$ cat config.mk
export PLATFORM = sky130hd
export DESIGN_NAME = rc_filter_sequencer
export DESIGN_NICKNAME = d
export VERILOG_FILES = /design/src/rtl/rc_filter_sequencer.sv
export SDC_FILE = /design/constraint.sdc
export NUM_CORES = 1
export LEC_CHECK = 0
export ABC_AREA = 1
export CORE_MARGIN = 2
export CORE_UTILIZATION = 29
export CTS_BUF_LIST = sky130_fd_sc_hd__clkbuf_16
export DETAILED_ROUTE_END_ITERATION = 12
export SLEW_MARGIN = 20
export SYNTH_ARGS = -nofsm -noshare
export SYNTH_HDL_FRONTEND = slang
export SYNTH_SLANG_ARGS = --single-unit
$ cat constraint.sdc
create_clock -name clk -period 5.9 [get_ports clk]
set_input_delay 0.59 -clock clk [delete_from_list [all_inputs] [get_ports clk]]
set_output_delay 0.59 -clock clk [all_outputs]
set_load 0.005 [all_outputs]
$ cat src/rtl/rc_filter_sequencer.sv
// Time-multiplexed first-order RC high-pass controller: one shared external
// multiplier is stepped across all channels once per audio sample strobe.
module rc_filter_sequencer #(
    parameter int                          NUM_CHANNELS = 4,
    parameter logic [16*NUM_CHANNELS-1:0]  ALPHAS       = {NUM_CHANNELS{16'd32768}}
) (
    input  logic                          clk,
    input  logic                          reset,
    input  logic                          audio_clk_en,
    input  logic [16*NUM_CHANNELS-1:0]    in_flat,
    output logic [16*NUM_CHANNELS-1:0]    out_flat,
    output logic                          out_valid,
    output logic                          busy,
    output logic                          overrun,
    output logic                          mul_req,
    output logic signed [17:0]            mul_a,
    output logic [16:0]                   mul_b,
    input  logic                          mul_ack,
    input  logic signed [34:0]            mul_p,
    output logic [2:0]                    dbg_state_o
);

    localparam int CH_W = (NUM_CHANNELS > 1) ? $clog2(NUM_CHANNELS) : 1;

    typedef enum logic [2:0] {
        S_IDLE = 3'd0,
        S_CALC = 3'd1,
        S_REQ  = 3'd2,
        S_WB   = 3'd3,
        S_DONE = 3'd4
    } state_t;

    state_t                     state_q, state_d;
    logic [CH_W-1:0]            ch_q, ch_d;
    logic signed [15:0]         in_lat_q   [NUM_CHANNELS];
    logic signed [15:0]         prev_in_q  [NUM_CHANNELS];
    logic signed [15:0]         prev_out_q [NUM_CHANNELS];
    logic signed [15:0]         res_q      [NUM_CHANNELS];
    logic signed [17:0]         mul_a_q;
    logic [16:0]                mul_b_q;
    logic signed [15:0]         y_q;
    logic [16*NUM_CHANNELS-1:0] out_flat_q;
    logic                       overrun_q;

    logic                       last_ch;
    logic signed [17:0]         s_calc;
    logic [15:0]                alpha_sel;
    logic signed [18:0]         y_full;
    logic signed [15:0]         y_sat;

    assign last_ch = (ch_q == CH_W'(NUM_CHANNELS - 1));

    // Difference sum for the current channel; 18 bits cannot overflow for
    // three 16-bit terms.
    always_comb begin
        s_calc    = {{2{prev_out_q[ch_q][15]}}, prev_out_q[ch_q]}
                  + {{2{in_lat_q[ch_q][15]}},   in_lat_q[ch_q]}
                  - {{2{prev_in_q[ch_q][15]}},  prev_in_q[ch_q]};
        alpha_sel = ALPHAS[16*int'(ch_q) +: 16];
    end

    // Floor division by 2^16 falls out of dropping the low product bits.
    always_comb begin
        y_full = mul_p[34:16];
        if (y_full > 19'sd32767) begin
            y_sat = 16'sh7FFF;
        end else if (y_full < -19'sd32768) begin
            y_sat = 16'sh8000;
        end else begin
            y_sat = y_full[15:0];
        end
    end

    always_comb begin
        state_d = state_q;
        ch_d    = ch_q;
        case (state_q)
            S_IDLE: begin
                if (audio_clk_en) begin
                    state_d = S_CALC;
                    ch_d    = '0;
                end
            end
            S_CALC: state_d = S_REQ;
            S_REQ: begin
                if (mul_ack) begin
                    state_d = S_WB;
                end
            end
            S_WB: begin
                if (last_ch) begin
                    state_d = S_DONE;
                end else begin
                    state_d = S_CALC;
                    ch_d    = ch_q + CH_W'(1);
                end
            end
            S_DONE:  state_d = S_IDLE;
            default: state_d = S_IDLE;
        endcase
    end

    always_ff @(posedge clk) begin
        if (reset) begin
            state_q    <= S_IDLE;
            ch_q       <= '0;
            mul_a_q    <= '0;
            mul_b_q    <= '0;
            y_q        <= '0;
            out_flat_q <= '0;
            overrun_q  <= 1'b0;
            for (int k = 0; k < NUM_CHANNELS; k++) begin
                in_lat_q[k]   <= '0;
                prev_in_q[k]  <= '0;
                prev_out_q[k] <= '0;
                res_q[k]      <= '0;
            end
        end else begin
            state_q <= state_d;
            ch_q    <= ch_d;
            // A strobe outside IDLE is dropped; the running frame is untouched.
            if (audio_clk_en && (state_q != S_IDLE)) begin
                overrun_q <= 1'b1;
            end
            case (state_q)
                S_IDLE: begin
                    if (audio_clk_en) begin
                        for (int k = 0; k < NUM_CHANNELS; k++) begin
                            in_lat_q[k] <= in_flat[16*k +: 16];
                        end
                    end
                end
                S_CALC: begin
                    mul_a_q <= s_calc;
                    mul_b_q <= {1'b0, alpha_sel};
                end
                S_REQ: begin
                    if (mul_ack) begin
                        y_q <= y_sat;
                    end
                end
                S_WB: begin
                    prev_in_q[ch_q]  <= in_lat_q[ch_q];
                    prev_out_q[ch_q] <= y_q;
                    res_q[ch_q]      <= y_q;
                    if (last_ch) begin
                        // res for the channel being written back is still stale.
                        for (int k = 0; k < NUM_CHANNELS; k++) begin
                            out_flat_q[16*k +: 16] <= (CH_W'(k) == ch_q) ? y_q : res_q[k];
                        end
                    end
                end
                default: ;
            endcase
        end
    end

    // Multiplier handshake: mul_req stays high for the whole REQ state with
    // mul_a/mul_b frozen; the product is taken in the first cycle where
    // mul_req && mul_ack, and mul_ack is meaningless while mul_req is low.
    assign mul_req     = (state_q == S_REQ);
    assign mul_a       = mul_a_q;
    assign mul_b       = mul_b_q;
    assign busy        = (state_q != S_IDLE);
    assign out_valid   = (state_q == S_DONE);
    assign out_flat    = out_flat_q;
    assign overrun     = overrun_q;
    assign dbg_state_o = state_q;

endmodule
==> impl_metrics.tcl <==
set metrics [dict create \
    cts_buffer_depth 3 \
    finalCriticalPeriod_ns 3.759 \
    grt_pass1_vias 10387 \
    insertion_delay_ns 0.53 \
    htreeDepth 2 \
    start_util 0.2922 \
    clock_tree.root_cell "clkbuf_16" \
    swShare 0.3063 \
    grt_antenna_before_repair 0 \
    pre_cts_slack_ns 2.168 \
    grt.overflow.total 0 \
    num_vias 10807 \
    rsz0062_at_grt "false" \
    final_cells 2324 \
    grt_max_degree 88 \
    crit_family "compound AO/OA/AOI/OAI gates" \
    crit_buf_inv 4 \
    gp_congestion 0.8263 \
    total_power_uw 5971 \
    arrival_ns 4.18 \
    ys.flop_type "edfxtp_1" \
    cts-hold-fix-buffers 0 \
    clock_skew_ns 0.01884 \
    drive_gt1_frac 0.05091 \
    power.internal_uw 4142 \
    drv_cap 0 \
    die_h_um 222.7 \
    fin_nets 1821 \
    end_kind "flip-flop" \
    grt_usage 0.1532 \
    synthArstFlopShare 0 \
    worstMarginPinSlew_ns 0.9824 \
    outcome "completed" \
    syn-mean-instance-area_um2 9.015 \
    fmax_mhz 266.0 \
    die_area_um2 49580 \
    worstSetupPathType "flip-flop to flip-flop" \
    hold_violations 0 \
    period_share 0.6372 \
    switching_power_uw 1829 \
    crit_fanout 44 \
    coreArea_um2 47450 \
    worst_slew_margin_rel 0.3426 \
    p_leak_uw 0.007087 \
    fillCellCount 4848 \
    clock_sinks 299 \
    post_drt_wl_per_cell_um 16.48 \
    ys_types 40 \
    post_cts_buffers 0 \
    n_antenna_cell 0 \
    syn_to_final_growth_pct 24.49 \
    start_kind "flip-flop" \
    drtIter0Drc 946 \
    rows 80 \
    cts_buffers 34 \
    hp-class "flip-flop to flip-flop" \
    holdWs_ns 0.4630 \
    syn-cell-area_um2 13870 \
    worst_path_largest_cell_delay_ns 0.51 \
    synth_cells 1538 \
    ys_warn_count 0 \
    drc 0 \
    p_seq_frac 0.403 \
    cts_resized 0 \
    clk_pin_slew_ns 0.06 \
    setup_viol 0 \
    post-dp-hpwl_um 25980 \
    powerDensity_nw_per_um2 345.9 \
    setup_ws_ns 2.141 \
    p_comb_frac 0.243 \
    path_cells "inv_2, buf_4, o21ai_0, a21oi_1, fa_1, inv_1, ha_1, a21oi_1, o21ai_0, a21oi_1, nand2_1, nand2_1, nand3_1, nand2_1, inv_1" \
    crit_slowest_cell "fa_1" \
    io_pins 209 \
    slew_violations 0 \
    synth_edf_count 192 \
    grt_pass1_wl_um 59400 \
    die_w_um 222.7 \
    required_ns 6.32 \
    tritoncts "done" \
    postRouteAntennaNets 0 \
    portBuffers 176 \
    vias_per_cell 4.650 \
    ys_ff_latch 299 \
    drt_first_pass_iters 5 \
    wl_um 38300 \
    tns_ns 0 \
    p_clk_frac 0.354 \
    dpl.cell_count 2262 \
    peakVddDrop_mv 0.1925 \
    ys_seq_area_frac 0.5703 \
]
## synthesized netlist by cell type (4+ instances only)
cell type | n | area, um^2
edfxtp_1 | 192 | 5766
o21ai_0 | 128 | 640.6
o21ai_1 | 15 | 75.07
buf_1 | 5 | 18.77
inv_2 | 4 | 15.01
nand2_1 | 194 | 728.2
nor2_1 | 338 | 1269
inv_1 | 188 | 705.7
dfxtp_1 | 107 | 2142
o211ai_1 | 5 | 37.54
fa_1 | 16 | 320.3
xor2_1 | 5 | 43.79
nor3_1 | 40 | 200.2
nand3_1 | 42 | 210.2
a21oi_1 | 64 | 320.3
o21bai_1 | 7 | 52.55
a32o_1 | 18 | 180.2
ha_1 | 19 | 237.7
o221ai_1 | 13 | 113.9
o22ai_1 | 18 | 112.6
buf_4 | 16 | 120.1
clkbuf_1 | 51 | 191.4
buf_2 | 27 | 135.1
o21a_1 | 7 | 52.55
## layout by cell type (no fill, tap or decap), drive strengths merged, types with 2 or more instances in the layout
cell type,count
nor2,340
inv,201
nand2,195
edfxtp,192
clkdlybuf4s50,176
o21ai,143
dfxtp,107
a21oi,65
nand3,43
nor3,42
clkbuf,35
ha,19
buf,19
o22ai,18
a32o,18
fa,16
conb,16
clkinv,14
o221ai,13
o21bai,7
o21a,7
xor2,5
o211ai,5
bufinv,4
and2,2
## power by group through the flow
stage	Sequential [uW]	Clock, uW	Combinational (uW)
after global routing	2420	2230	1670
after detailed placement	2450	0	1450
after CTS	2410	2160	1460
final	2400	2110	1450
after floorplan	2450	0	992
after global placement	2450	0	1450
## sequential cells by signal, indices dropped and copies added (netlist names), named ones only
name and count:
ch_q 2, dbg_state_o 3, in_lat_q 64, mul_a 18, mul_b 1, out_flat 64
overrun 1, prev_in_q 64, prev_out_q 64, y_q 16
## per-stage QoR
stage	util	instance area, um^2
floorplan	-	13920
global placement	0.3402	16140
detailed placement	0.3402	16140
CTS	0.3638	17260
global route	0.3638	17260
finish	0.3638	17260
## metal layers
layer | GRT usage | routed length, um | vias to the layer above
li1 | - | - | 5318
met1 | 0.2206 | 18240 | 5081
met2 | 0.2348 | 16750 | 358
met3 | 0.02526 | 2297 | 50
met4 | 0.04806 | 1020 | 0
met5 | 0 | 0 | -
## worst reg2reg max path, cell delays in order (launching register included)
cell,delay (ns)
dfxtp_2,0.32
inv_2,0.34
buf_4,0.50
o21ai_0,0.22
a21oi_1,0.47
fa_1,0.51
inv_1,0.08
ha_1,0.30
a21oi_1,0.26
o21ai_0,0.17
a21oi_1,0.20
nand2_1,0.07
nand2_1,0.06
nand3_1,0.06
nand2_1,0.07
inv_1,0.03
## final timing paths
path / startpoint / end / depth (start not counted) / slack, ns
hold / removal: mul_b[15]$_SDFFE_PP0P_ / mul_b[15]$_SDFFE_PP0P_ / 1 / 0.46
setup / recovery: flip-flop / mul_a[16]$_SDFFE_PP0P_ / 15 / 2.14
hold reg to reg: mul_b[15]$_SDFFE_PP0P_ / mul_b[15]$_SDFFE_PP0P_ / 1 / 0.46
setup reg to reg: flip-flop / mul_a[16]$_SDFFE_PP0P_ / 15 / 2.14
## final cells by class
| class | instances | area [um^2] | area share |
|---|---|---|---|
| Clock buffer | 35 | 875.8 | 0.05074 |
| Inverter | 193 | 724.4 | 0.04197 |
| Clock inverter | 27 | 244.0 | 0.01413 |
| Tap cell | 615 | 769.5 | 0.04458 |
| Multi-Input combinational cell | 960 | 4835 | 0.2801 |
| Sequential cell | 299 | 7909 | 0.4582 |
| Timing Repair Buffer | 195 | 1904 | 0.1103 |
## cell families (layout without fill, tap and decap cells)
logic type / Yosys count / count (layout) / synth area share
AND/OR/NAND/NOR: 624 / 624 / 0.1807
flip-flops: 299 / 299 / 0.5703
buffers and inverters: 294 / 450 / 0.08744
AO/OA/AOI/OAI: 279 / 279 / 0.1173
adder cells (fa/ha/maj): 35 / 35 / 0.04025
XOR/XNOR: 6 / 6 / 0.003790
other: 1 / 16 / 0.0002704
(Power assumes the default switching activity.)
